$ cat src/rtl/piso_tx_if.sv
// Parallel-in / serial-out link bundle for piso_tx_ctrl.
// Handshake: a word transfers on any rising edge where s_valid && s_ready are both
// high. s_ready depends only on the holding register being empty, never on s_valid.
// The producer keeps s_data stable while s_valid is high and the word has not
// transferred yet. flush is a side-band abort and takes no part in the handshake.
interface piso_tx_if #(
    parameter int WIDTH = 4
);
    logic             flush;
    logic             s_valid;
    logic [WIDTH-1:0] s_data;
    logic             s_ready;
    logic             sout;
    logic             sout_valid;
    logic             first;
    logic             last;
    logic             done;
    logic             busy;

    // Producer / link side: drives the word and flush, observes the serial stream.
    modport master (
        output flush, s_valid, s_data,
        input  s_ready, sout, sout_valid, first, last, done, busy
    );

    // Serializer side.
    modport slave (
        input  flush, s_valid, s_data,
        output s_ready, sout, sout_valid, first, last, done, busy
    );
endinterface

$ cat src/rtl/piso_tx_ctrl.sv
// Sequencer for a left-shifting PISO serializer: one-word holding register,
// MSB-first shift-out with first/last/done strobes and a configurable idle gap
// between consecutive words.
module piso_tx_ctrl #(
    parameter int WIDTH      = 4,
    parameter int GAP_CYCLES = 1
) (
    input  logic        clk,
    input  logic        rst,
    piso_tx_if.slave    bus,
    output logic [1:0]  dbg_state
);
    localparam int CW       = (WIDTH > 1) ? $clog2(WIDTH) : 1;
    localparam int GW       = (GAP_CYCLES > 1) ? $clog2(GAP_CYCLES) : 1;
    localparam int GAP_LAST = (GAP_CYCLES > 0) ? GAP_CYCLES - 1 : 0;

    localparam logic [CW-1:0] BIT_LAST = CW'(WIDTH - 1);
    localparam logic [GW-1:0] GAP_END  = GW'(GAP_LAST);

    typedef enum logic [1:0] {
        IDLE  = 2'd0,
        SHIFT = 2'd1,
        GAP   = 2'd2
    } state_t;

    state_t           state;
    logic [WIDTH-1:0] hold;
    logic             hold_full;
    logic [WIDTH-1:0] shreg;
    logic [CW-1:0]    bit_cnt;
    logic [GW-1:0]    gap_cnt;
    logic             done_q;

    // Holding register, shift register, counters and the state machine in one block.
    // Accepts only happen with the hold empty, reloads only with it full, so the two
    // never compete for hold_full on the same edge.
    always_ff @(posedge clk) begin
        if (!rst) begin
            state     <= IDLE;
            hold      <= '0;
            hold_full <= 1'b0;
            shreg     <= '0;
            bit_cnt   <= '0;
            gap_cnt   <= '0;
            done_q    <= 1'b0;
        end else if (bus.flush) begin
            // Abort drops both the held word and the one on the wire; an offer on
            // this edge is deliberately ignored.
            state     <= IDLE;
            hold      <= '0;
            hold_full <= 1'b0;
            shreg     <= '0;
            bit_cnt   <= '0;
            gap_cnt   <= '0;
            done_q    <= 1'b0;
        end else begin
            done_q <= 1'b0;
            if (bus.s_valid && !hold_full) begin
                hold      <= bus.s_data;
                hold_full <= 1'b1;
            end
            case (state)
                IDLE: begin
                    if (hold_full) begin
                        shreg     <= hold;
                        hold_full <= 1'b0;
                        bit_cnt   <= '0;
                        state     <= SHIFT;
                    end
                end
                SHIFT: begin
                    shreg <= {shreg[WIDTH-2:0], 1'b0};
                    if (bit_cnt == BIT_LAST) begin
                        done_q  <= 1'b1;
                        bit_cnt <= '0;
                        if (GAP_CYCLES > 0) begin
                            gap_cnt <= '0;
                            state   <= GAP;
                        end else if (hold_full) begin
                            // No gap: next word follows the LSB directly.
                            shreg     <= hold;
                            hold_full <= 1'b0;
                        end else begin
                            state <= IDLE;
                        end
                    end else begin
                        bit_cnt <= bit_cnt + CW'(1);
                    end
                end
                GAP: begin
                    if (gap_cnt == GAP_END) begin
                        gap_cnt <= '0;
                        if (hold_full) begin
                            shreg     <= hold;
                            hold_full <= 1'b0;
                            bit_cnt   <= '0;
                            state     <= SHIFT;
                        end else begin
                            state <= IDLE;
                        end
                    end else begin
                        gap_cnt <= gap_cnt + GW'(1);
                    end
                end
                default: state <= IDLE;
            endcase
        end
    end

    // Serial outputs and strobes are plain decodes of registered state.
    assign bus.sout_valid = (state == SHIFT);
    assign bus.sout       = bus.sout_valid & shreg[WIDTH-1];
    assign bus.first      = bus.sout_valid && (bit_cnt == '0);
    assign bus.last       = bus.sout_valid && (bit_cnt == BIT_LAST);
    assign bus.done       = done_q;
    assign bus.busy       = (state != IDLE) || hold_full;
    assign bus.s_ready    = !hold_full;
    assign dbg_state      = state;
endmodule

$ cat src/flat_wrapper.sv
// flat-port wrapper written by rule: the top's interface ports become plain ports
module piso_tx_ctrl_flat 
#(
    parameter int WIDTH      = 4,
    parameter int GAP_CYCLES = 1
)
  (clk, rst, dbg_state, bus_flush, bus_s_valid, bus_s_data, bus_s_ready, bus_sout, bus_sout_valid, bus_first, bus_last, bus_done, bus_busy);
  piso_tx_if #(.WIDTH(WIDTH)) bus_i ();
  input  logic clk;
  input  logic rst;
  output logic [1:0] dbg_state;
  input wire logic [$bits(bus_i.flush)-1:0] bus_flush;
  input wire logic [$bits(bus_i.s_valid)-1:0] bus_s_valid;
  input wire logic [$bits(bus_i.s_data)-1:0] bus_s_data;
  output wire logic [$bits(bus_i.s_ready)-1:0] bus_s_ready;
  output wire logic [$bits(bus_i.sout)-1:0] bus_sout;
  output wire logic [$bits(bus_i.sout_valid)-1:0] bus_sout_valid;
  output wire logic [$bits(bus_i.first)-1:0] bus_first;
  output wire logic [$bits(bus_i.last)-1:0] bus_last;
  output wire logic [$bits(bus_i.done)-1:0] bus_done;
  output wire logic [$bits(bus_i.busy)-1:0] bus_busy;
  assign bus_i.flush = bus_flush;
  assign bus_i.s_valid = bus_s_valid;
  assign bus_i.s_data = bus_s_data;
  assign bus_s_ready = bus_i.s_ready;
  assign bus_sout = bus_i.sout;
  assign bus_sout_valid = bus_i.sout_valid;
  assign bus_first = bus_i.first;
  assign bus_last = bus_i.last;
  assign bus_done = bus_i.done;
  assign bus_busy = bus_i.busy;
  piso_tx_ctrl #(.WIDTH(WIDTH), .GAP_CYCLES(GAP_CYCLES)) u_core (.clk(clk), .rst(rst), .bus(bus_i), .dbg_state(dbg_state));
endmodule
$ cat config.mk
export PLATFORM = sky130hd
export DESIGN_NAME = piso_tx_ctrl_flat
export DESIGN_NICKNAME = d
export VERILOG_FILES = /design/src/rtl/piso_tx_if.sv /design/src/rtl/piso_tx_ctrl.sv /design/src/flat_wrapper.sv
export SDC_FILE = /design/constraint.sdc
export NUM_CORES = 1
export LEC_CHECK = 0
export BUFFER_PORTS_ARGS = -buffer_cell sky130_fd_sc_hd__buf_4
export CAP_MARGIN = 0
export CELL_PAD_IN_SITES_DETAIL_PLACEMENT = 0
export CELL_PAD_IN_SITES_GLOBAL_PLACEMENT = 1
export CORE_MARGIN = 5
export CORE_UTILIZATION = 39
export CTS_CLUSTER_SIZE = 20
export DETAILED_ROUTE_END_ITERATION = 7
export GPL_TIMING_DRIVEN = 0
export PLACE_DENSITY_LB_ADDON = 0.1
export SKIP_CTS_REPAIR_TIMING = 1
export SLEW_MARGIN = 20
export SYNTH_ARGS = -nofsm -noshare
export SYNTH_HDL_FRONTEND = slang
export SYNTH_SLANG_ARGS = --single-unit
$ cat constraint.sdc
create_clock -name clk -period 1.46 [get_ports clk]
set_input_delay 0.146 -clock clk [delete_from_list [all_inputs] [get_ports clk]]
set_output_delay 0.146 -clock clk [all_outputs]
set_load 0.05 [all_outputs]
-- After elaboration in Yosys (flattened, before gate mapping)
Index checks and enable logic that the tools add are counted.
- ROM bits: 0
- flip-flop bits (word level): 15
- bits in writable memories: 0
- memories: 0
- bits in latches: 0
- input bits: 8
- $lt $le $gt $ge: 0
- reductions and logical operators: 15
- bitwise gates (word level): 3
- div/mod/pow operators: 0
- shifts and indexed selects: 0
- $mul: 0
- equality and inequality tests: 6
- add/sub/neg operators: 2
- mux-type cells: 20
- operator list (cell ; count):
    2-to-1 mux 2 bit ; 6
    one-hot mux 2 bit (3 select lines) ; 2
    one-hot mux 4 bit (3 select lines) ; 1
    2-to-1 mux 4 bit ; 2
    2-to-1 mux 1 bit ; 7
    == test 2 bit (second input constant) ; 2
    zero test 2 bit ; 2
    != test 2 bit (second input constant) ; 2
    one-hot mux 1 bit (2 select lines) ; 2
    AND reduction 2 bit ; 2
    nonzero test 2 bit ; 2
    logical AND 1 bit ; 3
    AND reduction 3 bit ; 1
    nonzero test 3 bit ; 1
    OR reduction 3 bit ; 1
    adder 2 x 1 -> 2 bit (second input constant) ; 1
    == test 2 x 1 -> 1 bit (second input constant) ; 1
    != test 2 x 1 -> 1 bit (second input constant) ; 1
    inverter 1 bit ; 2
    OR reduction 2 bit ; 1
    adder 1 bit (second input constant) ; 1
    AND 1 bit ; 1
    zero test 1 bit ; 1
    logical OR 1 bit ; 1

-- Longest topological paths before layout
- depth after elaboration: 6
- depth in mapped cells: 5

-- Least setup slack after synthesis
No wires, ideal clock.
- path kind: reg-to-output
- from: reg u_core.state[0] (netlist: u_core.dbg_state[0])
- to: out bus_first
- buffers on the path: 1
- cell stages (with the launch flop): 5
- path slack: -198 ps
- data arrival time: 1512 ps
- path through: dfxtp_1 -> nand2b_1 -> buf_6 -> inv_8 -> and2_1
- longest elaborated chain between the ends: 2
- RTL lines (item ; line ; source):
    from (decl) ; piso_tx_ctrl.sv:26 ; state_t state;
    from (signal assigned) ; piso_tx_ctrl.sv:39 ; state <= IDLE;
    from (signal assigned) ; piso_tx_ctrl.sv:49 ; state <= IDLE;
    from (signal assigned) ; piso_tx_ctrl.sv:68 ; state <= SHIFT;
    == test 2 x 1 -> 1 bit ; piso_tx_ctrl.sv:111 ; assign bus.sout_valid = (state == SHIFT);
    net bus_sout_valid ; flat_wrapper.sv:17 ; output wire logic [$bits(bus_i.sout_valid)-1:0] bus_sout_valid;
    logical AND 1 bit ; piso_tx_ctrl.sv:113 ; assign bus.first = bus.sout_valid && (bit_cnt == '0);
    to (decl) ; flat_wrapper.sv:18 ; output wire logic [$bits(bus_i.first)-1:0] bus_first;
The timed path passes the listed nets, and every way through them passes these cells.

-- Worst setup path in the final report
- from: reg u_core.state[1] (netlist: u_core.dbg_state[1])
- to: out bus_busy
- longest elaborated chain between the ends: 2
- RTL lines (item ; line ; source):
    nonzero test 2 bit ; piso_tx_ctrl.sv:116 ; assign bus.busy = (state != IDLE) || hold_full;
    logical OR 1 bit ; piso_tx_ctrl.sv:116 ;
    to (decl) ; flat_wrapper.sv:21 ; output wire logic [$bits(bus_i.busy)-1:0] bus_busy;
No other way between the ends.

==> results by group <==
Clock network
  • CTS Buffer Depth: 2
  • CTS tree: done
  • CTS sink cnt: 14
  • H-tree depth: 1
  • Reg clk slew, reported paths: 0.09 ns
  • Clk Latency, worst-skew pair: 0.28 ns
  • Total CTS buffers: 3
  • Root Driver: clkbuf_4

Pwr
  • Pwr dens: 876.9 mW/mm^2
  • Maximum VDD drop: 0.0004907 V
  • Static leakage: 0.3933 nW
  • Total power: 0.7790 mW

Global route
  • Total GRT Usage: 10.09%
  • Number of global-route vias before repair: 487
  • GRT busiest layer: met2
  • Largest net degree at the start of global routing: 11
  • First-pass GRT wire length: 2001 um
  • Grt ovf: 0
  • Antenna violations before repair: 0
  • Met1 GRT Util: 11.03%
  • Global-route met2 utilization: 16.74%
  • Met3 usage: 3.846%

Worst setup path
  • Delay-heaviest family, CP: simple AND/OR/NAND/NOR gates
  • R2R Path Start: u_core.dbg_state[1]
  • Slowest cell on crit path: or3_1
  • Crit-path cells: buf_4 > or3_1 > buf_6
  • CP max stage delay: 0.35 ns
  • Worst EP required: 1.31 ns
  • Crit path max fanout: 3
  • WP buf/inv: 2
  • Critical Path End Type: output pin
  • WP data arrival: 1.25 ns
  • Crit Path Class: reg2out
  • Critical Path Start: u_core.dbg_state[1]
  • Nature of the critical path startpoint: register

Logic synthesis
  • Synth Area in Simple Gates: 29.31%
  • Share of flip-flops with an asynchronous set or reset: 0%
  • Synth Area in Compound Gates: 7.525%
  • Adder and majority gate portion of the synthesized area: 3.960%
  • Synth Flop Type: dfxtp_1
  • Synth unique cells: 23
  • Syn nets: 75
  • Yosys reg bits: 14
  • Cells after Synth: 65
  • Largest family of logic cells by synthesized area: simple AND/OR/NAND/NOR gates
  • Synth Area in XOR/XNOR: 0%
  • Seq/Total Area, Yosys: 44.36%
  • Synth Area per Inst: 9.721 sq um
  • Mapped Area: 631.9 sq um
  • Mux share of post-synthesis cell area: 6.337%
  • Yosys Warn Count: 0
  • Number of synthesized flops with an enable pin: 0

Final layout
  • Share of cells above drive strength 1: 48.89%
  • Commonest non-fill, non-tap cell in the layout: buf_4
  • Fin nets: 101
  • Diode count: 0
  • Most frequent cells in the layout: buf_4 (17), dfxtp_1 (12), nor2_1 (9), nor3_2 (6), mux2i_1 (4)
  • Final Instance Count excl. Fillers: 106
  • Fin area: 888.4 sq um
  • Filler instances: 147
  • Area Growth Syn to Fin: 40.59%

STA
  • Final setup fails: 0
  • Worst clock skew: 0.004946 ns
  • Final max-slew violation count: 0
  • RSZ-0062 raised after global routing: no
  • Period minus WS final: 1.395 ns
  • Final hold violation count: 0
  • Relative slew slack: 83.43%
  • Worst-margin pin slew: 0.2450 ns
  • F_max: 716.7 MHz
  • Fin crit share: 95.56%

Floorplanning
  • Die Width: 50.25 um
  • Die Span Y: 50.25 um
  • Die area: 0.002525 sq mm
  • Initial Util: 41.46%
  • Row count: 14
  • Core footprint: 0.001524 sq mm
  • # IOs: 17

Placed design
  • DP Area: 780.7 sq um
  • Placed Instances: 97
  • Final Wtd Congestion: 0.6697
  • Buffers on Ports: 16
  • HPWL after detailed placement: 871.8 um

Drt
  • Drt first pass iters: 2
  • Final WL: 1204 um
  • Vias: 521
  • Drc violations: 0
  • DR iter-0 viols: 5
  • WL/cell: 11.36 um
  • ANT nets after route: 0
  • Drt via density: 4.915

Status
  • Status: finished clean

Min path
  • Worst hold path startpoint: bus_s_data[3]
  • Hold crit path type: in2reg

Job
  • Max-Cap Viols: 0
[through the flow]
| step | setup slack [ns] | util [%] | hold WS, ns | setup TNS [ns] |
|---|---|---|---|---|
| 6_report | 0.06477 | 58.29 | 0.1002 | 0 |
| 3_5_place_dp | 0.2977 | 51.23 | 0.3995 | 0 |
| 3_3_place_gp | 0.3054 | 51.23 | 0.3783 | 0 |
| 2_1_floorplan | 0.1257 | - | 0.2932 | 0 |
| 5_1_grt | 0.008306 | 58.29 | 0.1065 | 0 |
| 4_1_cts | -0.01721 | 53.61 | 0.1009 | -0.04810 |
[tightest hold or removal path, cell delays in order]
cell,delay [ns]
buf_4,0.08
mux2i_1,0.05
nor2_1,0.07
[report_power, final]
part / switching [mW] / internal (mW) / total, mW
clock network: 0.127 / 0.152 / 0.278
logic: 0.0530 / 0.0509 / 0.104
registers: 0.00675 / 0.390 / 0.397
total: 0.186 / 0.592 / 0.779
[registers in the layout, indices dropped and copies added (netlist names)]
name	count
u_core.shreg	4
u_core.dbg_state	2
u_core.hold_full	1
u_core.hold	4
u_core.bit_cnt	2
u_core.bus.done	1
[path summary, 6_finish.rpt]
path	endpoint	slack, ns	depth (start not counted)
worst min-delay path	u_core.hold[3]	0.10	3
worst min register to register	u_core.shreg[0]	0.47	2
worst max-delay path	bus_busy	0.06	3
worst max register to register	u_core.shreg[1]	0.26	6
[routing by layer]
metal,wire length (um),up-vias
met2,629,10
met5,0,-
met4,0,0
met3,73,0
li1,-,268
met1,501,243
[cell families (layout without fill, tap and decap cells)]
kind of cell	count (synthesis)	in the layout
DFF	14	14
muxes	4	4
adders and majority gates	2	2
AOI/OAI and AO/OA	8	8
buffers and inverters	8	33
and+or+nand+nor	29	29
[synthesized netlist by cell type, types with 2 or more instances]
library cell / n / area (sq um)
nand2_1: 2 / 7.510
inv_1: 4 / 15.01
dfxtp_1: 14 / 280.3
nand3_1: 2 / 10.01
buf_6: 2 / 22.52
o22ai_1: 3 / 18.77
ha_1: 2 / 25.02
mux2i_1: 4 / 40.04
nor3_2: 6 / 60.06
nand2b_1: 2 / 12.51
a21oi_1: 3 / 15.01
nor2_1: 9 / 33.78
and2_1: 2 / 12.51
[area by class of cell]
class | count | area [sq um] | area share [%]
Multi-Input combinational cell | 43 | 307.8 | 34.65
Sequential cell | 14 | 282.8 | 31.83
Buffer | 3 | 27.53 | 3.099
Timing Repair Buffer | 21 | 183.9 | 20.70
Clock buffer | 4 | 36.28 | 4.085
Tap cell | 16 | 20.02 | 2.254
Inverter | 5 | 30.03 | 3.380
Power figures use the tool's default switching activity.
